$ cat src/rtl/data_mem_bist.sv
// ----------------------------------------------------------------------------
// data_mem_bist
//   March-style self-test of a word-addressed data memory. It writes PATTERN
//   to every word, then interleaves (read PATTERN, write ~PATTERN) per word,
//   then reads ~PATTERN back from every word. It counts mismatches and keeps
//   the address and data of the first one.
//
// Ports
//   clk        - system clock, rising edge
//   reset      - asynchronous reset, active low
//   start      - one-cycle run request (ignored while busy)
//   base_addr  - byte address of the first tested word, sampled on accepted start
//   WE/A/WD    - memory write enable, byte address and write data (registered)
//   RD         - memory read data, combinational from A
//   busy       - run in progress
//   done       - run finished, results valid until next accepted start
//   pass       - valid with done: no mismatches seen
//   err_count  - saturating mismatch count
//   fail_addr  - address of the first mismatch
//   fail_data  - RD value at the first mismatch
//
// state | meaning
// IDLE  | waiting for start, memory bus parked at zero
// WR_P  | write PATTERN to every word
// RD_P  | read word i, expect PATTERN
// WR_N  | write ~PATTERN to word i
// RD_N  | read every word, expect ~PATTERN
// DONE  | results held, waiting for start
// ----------------------------------------------------------------------------
module data_mem_bist #(
    parameter int          WORDS   = 64,
    parameter logic [31:0] PATTERN = 32'hA5A55A5A
) (
    input  logic        clk,
    input  logic        reset,
    input  logic        start,
    input  logic [31:0] base_addr,
    output logic        WE,
    output logic [31:0] A,
    output logic [31:0] WD,
    input  logic [31:0] RD,
    output logic        busy,
    output logic        done,
    output logic        pass,
    output logic [7:0]  err_count,
    output logic [31:0] fail_addr,
    output logic [31:0] fail_data
);

    typedef enum logic [2:0] {IDLE, WR_P, RD_P, WR_N, RD_N, DONE} state_t;

    localparam logic [7:0] LAST_IDX = 8'(WORDS - 1);

    state_t      state_q, state_d;
    logic [7:0]  idx_q, idx_d;
    logic [31:0] base_q, base_d;
    logic [7:0]  err_q, err_d;
    logic [31:0] fail_addr_q, fail_addr_d;
    logic [31:0] fail_data_q, fail_data_d;
    logic        we_q, we_d;
    logic [31:0] a_q, a_d;
    logic [31:0] wd_q, wd_d;
    logic        busy_q, busy_d;
    logic        done_q, done_d;
    logic        pass_q, pass_d;

    logic        last;
    logic        cmp_en;
    logic [31:0] exp_data;
    logic        run_d;

    assign last = (idx_q == LAST_IDX);

    always_comb begin
        state_d     = state_q;
        idx_d       = idx_q;
        base_d      = base_q;
        err_d       = err_q;
        fail_addr_d = fail_addr_q;
        fail_data_d = fail_data_q;
        cmp_en      = 1'b0;
        exp_data    = PATTERN;

        case (state_q)
            IDLE, DONE: begin
                if (start) begin
                    base_d      = base_addr;
                    err_d       = 8'd0;
                    fail_addr_d = 32'd0;
                    fail_data_d = 32'd0;
                    idx_d       = 8'd0;
                    state_d     = WR_P;
                end
            end
            WR_P: begin
                if (last) begin
                    idx_d   = 8'd0;
                    state_d = RD_P;
                end else begin
                    idx_d = idx_q + 8'd1;
                end
            end
            RD_P: begin
                cmp_en  = 1'b1;
                state_d = WR_N;
            end
            WR_N: begin
                if (last) begin
                    idx_d   = 8'd0;
                    state_d = RD_N;
                end else begin
                    idx_d   = idx_q + 8'd1;
                    state_d = RD_P;
                end
            end
            RD_N: begin
                cmp_en   = 1'b1;
                exp_data = ~PATTERN;
                if (last) state_d = DONE;
                else      idx_d   = idx_q + 8'd1;
            end
            default: state_d = IDLE;
        endcase

        // First-failure capture keys off the count before this increment.
        if (cmp_en && (RD != exp_data)) begin
            if (err_q != 8'hFF) err_d = err_q + 8'd1;
            if (err_q == 8'd0) begin
                fail_addr_d = a_q;
                fail_data_d = RD;
            end
        end

        // Bus outputs are computed from the next state so they register
        // in step with it.
        run_d  = (state_d == WR_P) || (state_d == RD_P) ||
                 (state_d == WR_N) || (state_d == RD_N);
        a_d    = run_d ? (base_d + {22'd0, idx_d, 2'b00}) : 32'd0;
        we_d   = (state_d == WR_P) || (state_d == WR_N);
        wd_d   = (state_d == WR_P) ? PATTERN :
                 (state_d == WR_N) ? ~PATTERN : 32'd0;
        busy_d = run_d;
        done_d = (state_d == DONE);
        pass_d = done_d && (err_d == 8'd0);
    end

    always_ff @(posedge clk or negedge reset) begin
        if (!reset) begin
            state_q     <= IDLE;
            idx_q       <= 8'd0;
            base_q      <= 32'd0;
            err_q       <= 8'd0;
            fail_addr_q <= 32'd0;
            fail_data_q <= 32'd0;
            we_q        <= 1'b0;
            a_q         <= 32'd0;
            wd_q        <= 32'd0;
            busy_q      <= 1'b0;
            done_q      <= 1'b0;
            pass_q      <= 1'b0;
        end else begin
            state_q     <= state_d;
            idx_q       <= idx_d;
            base_q      <= base_d;
            err_q       <= err_d;
            fail_addr_q <= fail_addr_d;
            fail_data_q <= fail_data_d;
            we_q        <= we_d;
            a_q         <= a_d;
            wd_q        <= wd_d;
            busy_q      <= busy_d;
            done_q      <= done_d;
            pass_q      <= pass_d;
        end
    end

    assign WE        = we_q;
    assign A         = a_q;
    assign WD        = wd_q;
    assign busy      = busy_q;
    assign done      = done_q;
    assign pass      = pass_q;
    assign err_count = err_q;
    assign fail_addr = fail_addr_q;
    assign fail_data = fail_data_q;

endmodule
$ cat config.mk
export PLATFORM = sky130hd
export DESIGN_NAME = data_mem_bist
export DESIGN_NICKNAME = d
export VERILOG_FILES = /design/src/rtl/data_mem_bist.sv
export SDC_FILE = /design/constraint.sdc
export NUM_CORES = 1
export LEC_CHECK = 0
export CORE_UTILIZATION = 30
export DETAILED_ROUTE_END_ITERATION = 6
export PLACE_DENSITY = 0.62
export SLEW_MARGIN = 40
export SYNTH_ARGS = -nofsm -noshare
export SYNTH_HDL_FRONTEND = slang
export SYNTH_SLANG_ARGS = --single-unit
$ cat constraint.sdc
create_clock -name clk -period 5.25 [get_ports clk]
set_clock_uncertainty 0.2 [all_clocks]
set_input_delay 1.05 -clock clk [delete_from_list [all_inputs] [get_ports clk]]
set_output_delay 1.05 -clock clk [all_outputs]
set_load 0.01 [all_outputs]
==> results_dict.tcl, run 1 <==
set metrics [dict create \
    status "finished, final reports clean" \
    grt_max_degree 65 \
    yosysWarnings 0 \
    hold_end "base_q[0]" \
    place_inst 1288 \
    relSlewSlack_pct 52.9 \
    post_cts_buffers 0 \
    drt_iter0_markers 497 \
    antenna_found_initial 0 \
    numPortBuffers 206 \
    ys_types 68 \
    die_area_mm2 0.0258 \
    rsz0062_at_grt "no" \
    yosysTopAreaCell "dfrtp_1" \
    switching_share_pct 22.2 \
    postRouteAntennaNets 0 \
    fp.coreArea_mm2 0.0245 \
    grt_pass1_wl_mm 34.8 \
    ys_seq_area_share_pct 50.8 \
    ctsHoldBuffers 0 \
    clock_latency_ns 0.42 \
    track_usage_pct 17.3 \
    die_height_um 161 \
    finalSetupTns_ns 0 \
    crit_required_ns 5.39 \
    gr-total-overflow 0 \
    routed_wl_mm 22.1 \
    syn_area_per_cell_um2 9.23 \
    num-fill-cells 2389 \
    cts_tree "yes" \
    switchingPower_mw 0.611 \
    synth_area_leaders "dfrtp_1, nand2_1, nand3_1, buf_4, ha_1" \
    first_pass_iters 5 \
    synthTopCellsByCount "nand2_1, dfrtp_1, nand3_1" \
    ir_drop_mv 0.180 \
    hpwlAfterDp_mm 16.2 \
    seqPwrFrac_pct 44.5 \
    seq_area_mm2 0.00383 \
    die_w_um 161 \
    synth_edf_count 0 \
    pwr-share-comb_pct 8.1 \
    min_period_over_period_pct 87.4 \
    rr_worst_depth 14 \
    synthCells 817 \
    path_clk_slew_ns 0.06 \
    viasPerCell 4.90 \
    p_leak_nw 4.70 \
    ctsResizeCount 0 \
    whs_ns 0.269 \
    synth_flop_cell "dfrtp_1" \
    finalNonFillerCells 1319 \
    utilization_pct 42.5 \
    nets 1064 \
    p_per_area_mw_per_mm2 264 \
    start_kind "primary input" \
    setup_viol 0 \
    power.share.clock_pct 47.4 \
    ys_ff_latch 153 \
    yosysMostFrequentCell "nand2_1" \
    netlist_area_mm2 0.00754 \
    drv_cap 0 \
    r2r_slack_ns 0.78 \
    cts_root_buf "clkbuf_16" \
    hold_viol 0 \
    reg2reg_to "A[21]" \
    async_reset_ff_share_pct 100 \
    end_kind "flop" \
    h-tree-depth 4 \
    initial_utilization_pct 30.8 \
    synth_nets 898 \
    p_int_mw 2.14 \
    multi_input_area_mm2 0.00324 \
    numCtsBuffers 17 \
    drive_gt1_share_pct 6.73 \
    slew_viol_final 0 \
    min_period_ns 4.59 \
    hold_depth 2 \
    ios 207 \
    routabilityCongestion 0.837 \
    fmax_ghz 0.218 \
    hold_start "base_q[0]" \
    worstMarginPinSlew_ns 0.707 \
    arrival_ns 4.73 \
    clock_sinks 153 \
    hold_path.class "reg2reg" \
    power_mw 2.75 \
    critPathKind "in2reg" \
    antenna_cells 0 \
    core.rowCount 57 \
    areaGrowthSynthToFinish_pct 37.7 \
    crit_fanout 22 \
    rr_startpoint "state_q[2]" \
    post-synth-top-area-fraction_pct 50.8 \
    wire_per_inst_um 16.8 \
    vias 6462 \
    clock_path_buffers 2 \
    grt_pass1_vias 6136 \
    drc_errors 0 \
]
registers in the layout, indices dropped and copies added (netlist names):
signal / flops
A: 32
WD: 2
WE: 1
base_q: 32
busy: 1
done: 1
err_count: 8
fail_addr: 32
fail_data: 32
idx_q: 8
pass: 1
state_q: 3
metrics by stage:
step | setup WS, ns | cell area [um^2]
3_5_place_dp | 0.243 | 9760
4_1_cts | 0.673 | 10400
2_1_floorplan | 0.538 | 7540
5_1_grt | 0.263 | 10400
6_report | 0.661 | 10400
3_3_place_gp | 0.424 | 9720
cell families after synthesis:
| logic type | Yosys count | share of synthesized area, % |
|---|---|---|
| AOI/OAI and AO/OA | 105 | 9.23 |
| and+or+nand+nor | 431 | 28.2 |
| DFF | 153 | 50.8 |
| adders and majority gates | 14 | 2.42 |
| buffers and inverters | 93 | 6.49 |
| xor gates and xnor gates | 8 | 1.13 |
| muxes | 13 | 1.79 |
worst max-delay path, cell delays in order:
cell,delay [ns]
clkdlybuf4s50_1,0.59
nand2b_1,0.14
nand3_1,0.18
o21ai_0,0.17
a22oi_1,0.32
inv_1,0.11
ha_1,0.29
a21o_1,0.10
a21oi_1,0.07
nor2b_1,0.19
nor4b_1,0.41
o32ai_1,0.16
a31o_2,0.36
or4_1,0.43
a21oi_1,0.15
cell type report:
class	instances	area share, %
Multi-Input combinational cell	571	31.2
Inverter	19	0.687
Tap cell	324	3.90
Clock buffer	20	4.40
Clock inverter	11	1.65
Timing Repair Buffer	221	21.3
Sequential cell	153	36.9
power groups by stage:
| stage | clock [mW] | combinational, mW | sequential [mW] |
|---|---|---|---|
| after global routing | 1.37 | 0.244 | 1.22 |
| after detailed placement | 0 | 0.225 | 1.24 |
| after CTS | 1.33 | 0.226 | 1.22 |
| after floorplan | 0 | 0.0714 | 1.25 |
| final | 1.30 | 0.223 | 1.22 |
| after global placement | 0 | 0.222 | 1.24 |
cells in the final DEF, fill, tap and decap left out, drive strengths merged, types with 4 or more instances in the layout:
master and n:
clkdlybuf4s50 205, nand2 205, dfrtp 153, nand3 86
o21ai 32, a21oi 23, nor2 20, clkbuf 20
inv 19, buf 16, nor3 14, ha 13
nand4 12, or3 11, nor2b 10, and2 10
mux2i 9, and3 8, nor4bb 8, nor4 8
nor3b 7, nand2b 6, o31a 6, nor4b 5
xor2 5, and4b 5, clkinv 5, mux2 4
o31ai 4, a31oi 4, or4 4, bufinv 4
a211oi 4
metal layers:
metal | global-route usage (%) | vias to the layer above | part of all wire [%]
li1 | - | 3138 | -
met1 | 24.3 | 3117 | 48
met2 | 27.3 | 190 | 47
met3 | 3.20 | 17 | 4.4
met4 | 4.46 | 0 | 1.3
met5 | 0 | - | 0
worst max-delay path by stage:
stage | from | end | slack (ns) | depth (start not counted)
floorplan | start | A[26] | 0.54 | 18
global placement | start | A[21] | 0.42 | 14
detailed placement | start | A[21] | 0.24 | 14
CTS | start | A[21] | 0.67 | 14
global route | start | A[21] | 0.26 | 15
finish | start | A[21] | 0.66 | 15
No activity file was read; power rests on OpenSTA's default activity.
==> inputs of run 2 (changes only) <==
--- a/config.mk
+++ b/config.mk
@@ -5,6 +5,7 @@
 export SDC_FILE = /design/constraint.sdc
 export NUM_CORES = 1
 export LEC_CHECK = 0
+export CAP_MARGIN = 20
 export CORE_UTILIZATION = 30
 export DETAILED_ROUTE_END_ITERATION = 6
 export PLACE_DENSITY = 0.62
==> results of run 2 <==
Same layout as run 1: the final DEF is identical, and so are final timing and power.
==> inputs of run 3 (changes only) <==
--- a/config.mk
+++ b/config.mk
@@ -7,6 +7,7 @@
 export LEC_CHECK = 0
 export CAP_MARGIN = 20
 export CORE_UTILIZATION = 30
+export CTS_CLUSTER_DIAMETER = 150
 export DETAILED_ROUTE_END_ITERATION = 6
 export PLACE_DENSITY = 0.62
 export SLEW_MARGIN = 40
==> results of run 3 <==
Same layout as run 1: the final DEF is identical, and so are final timing and power.
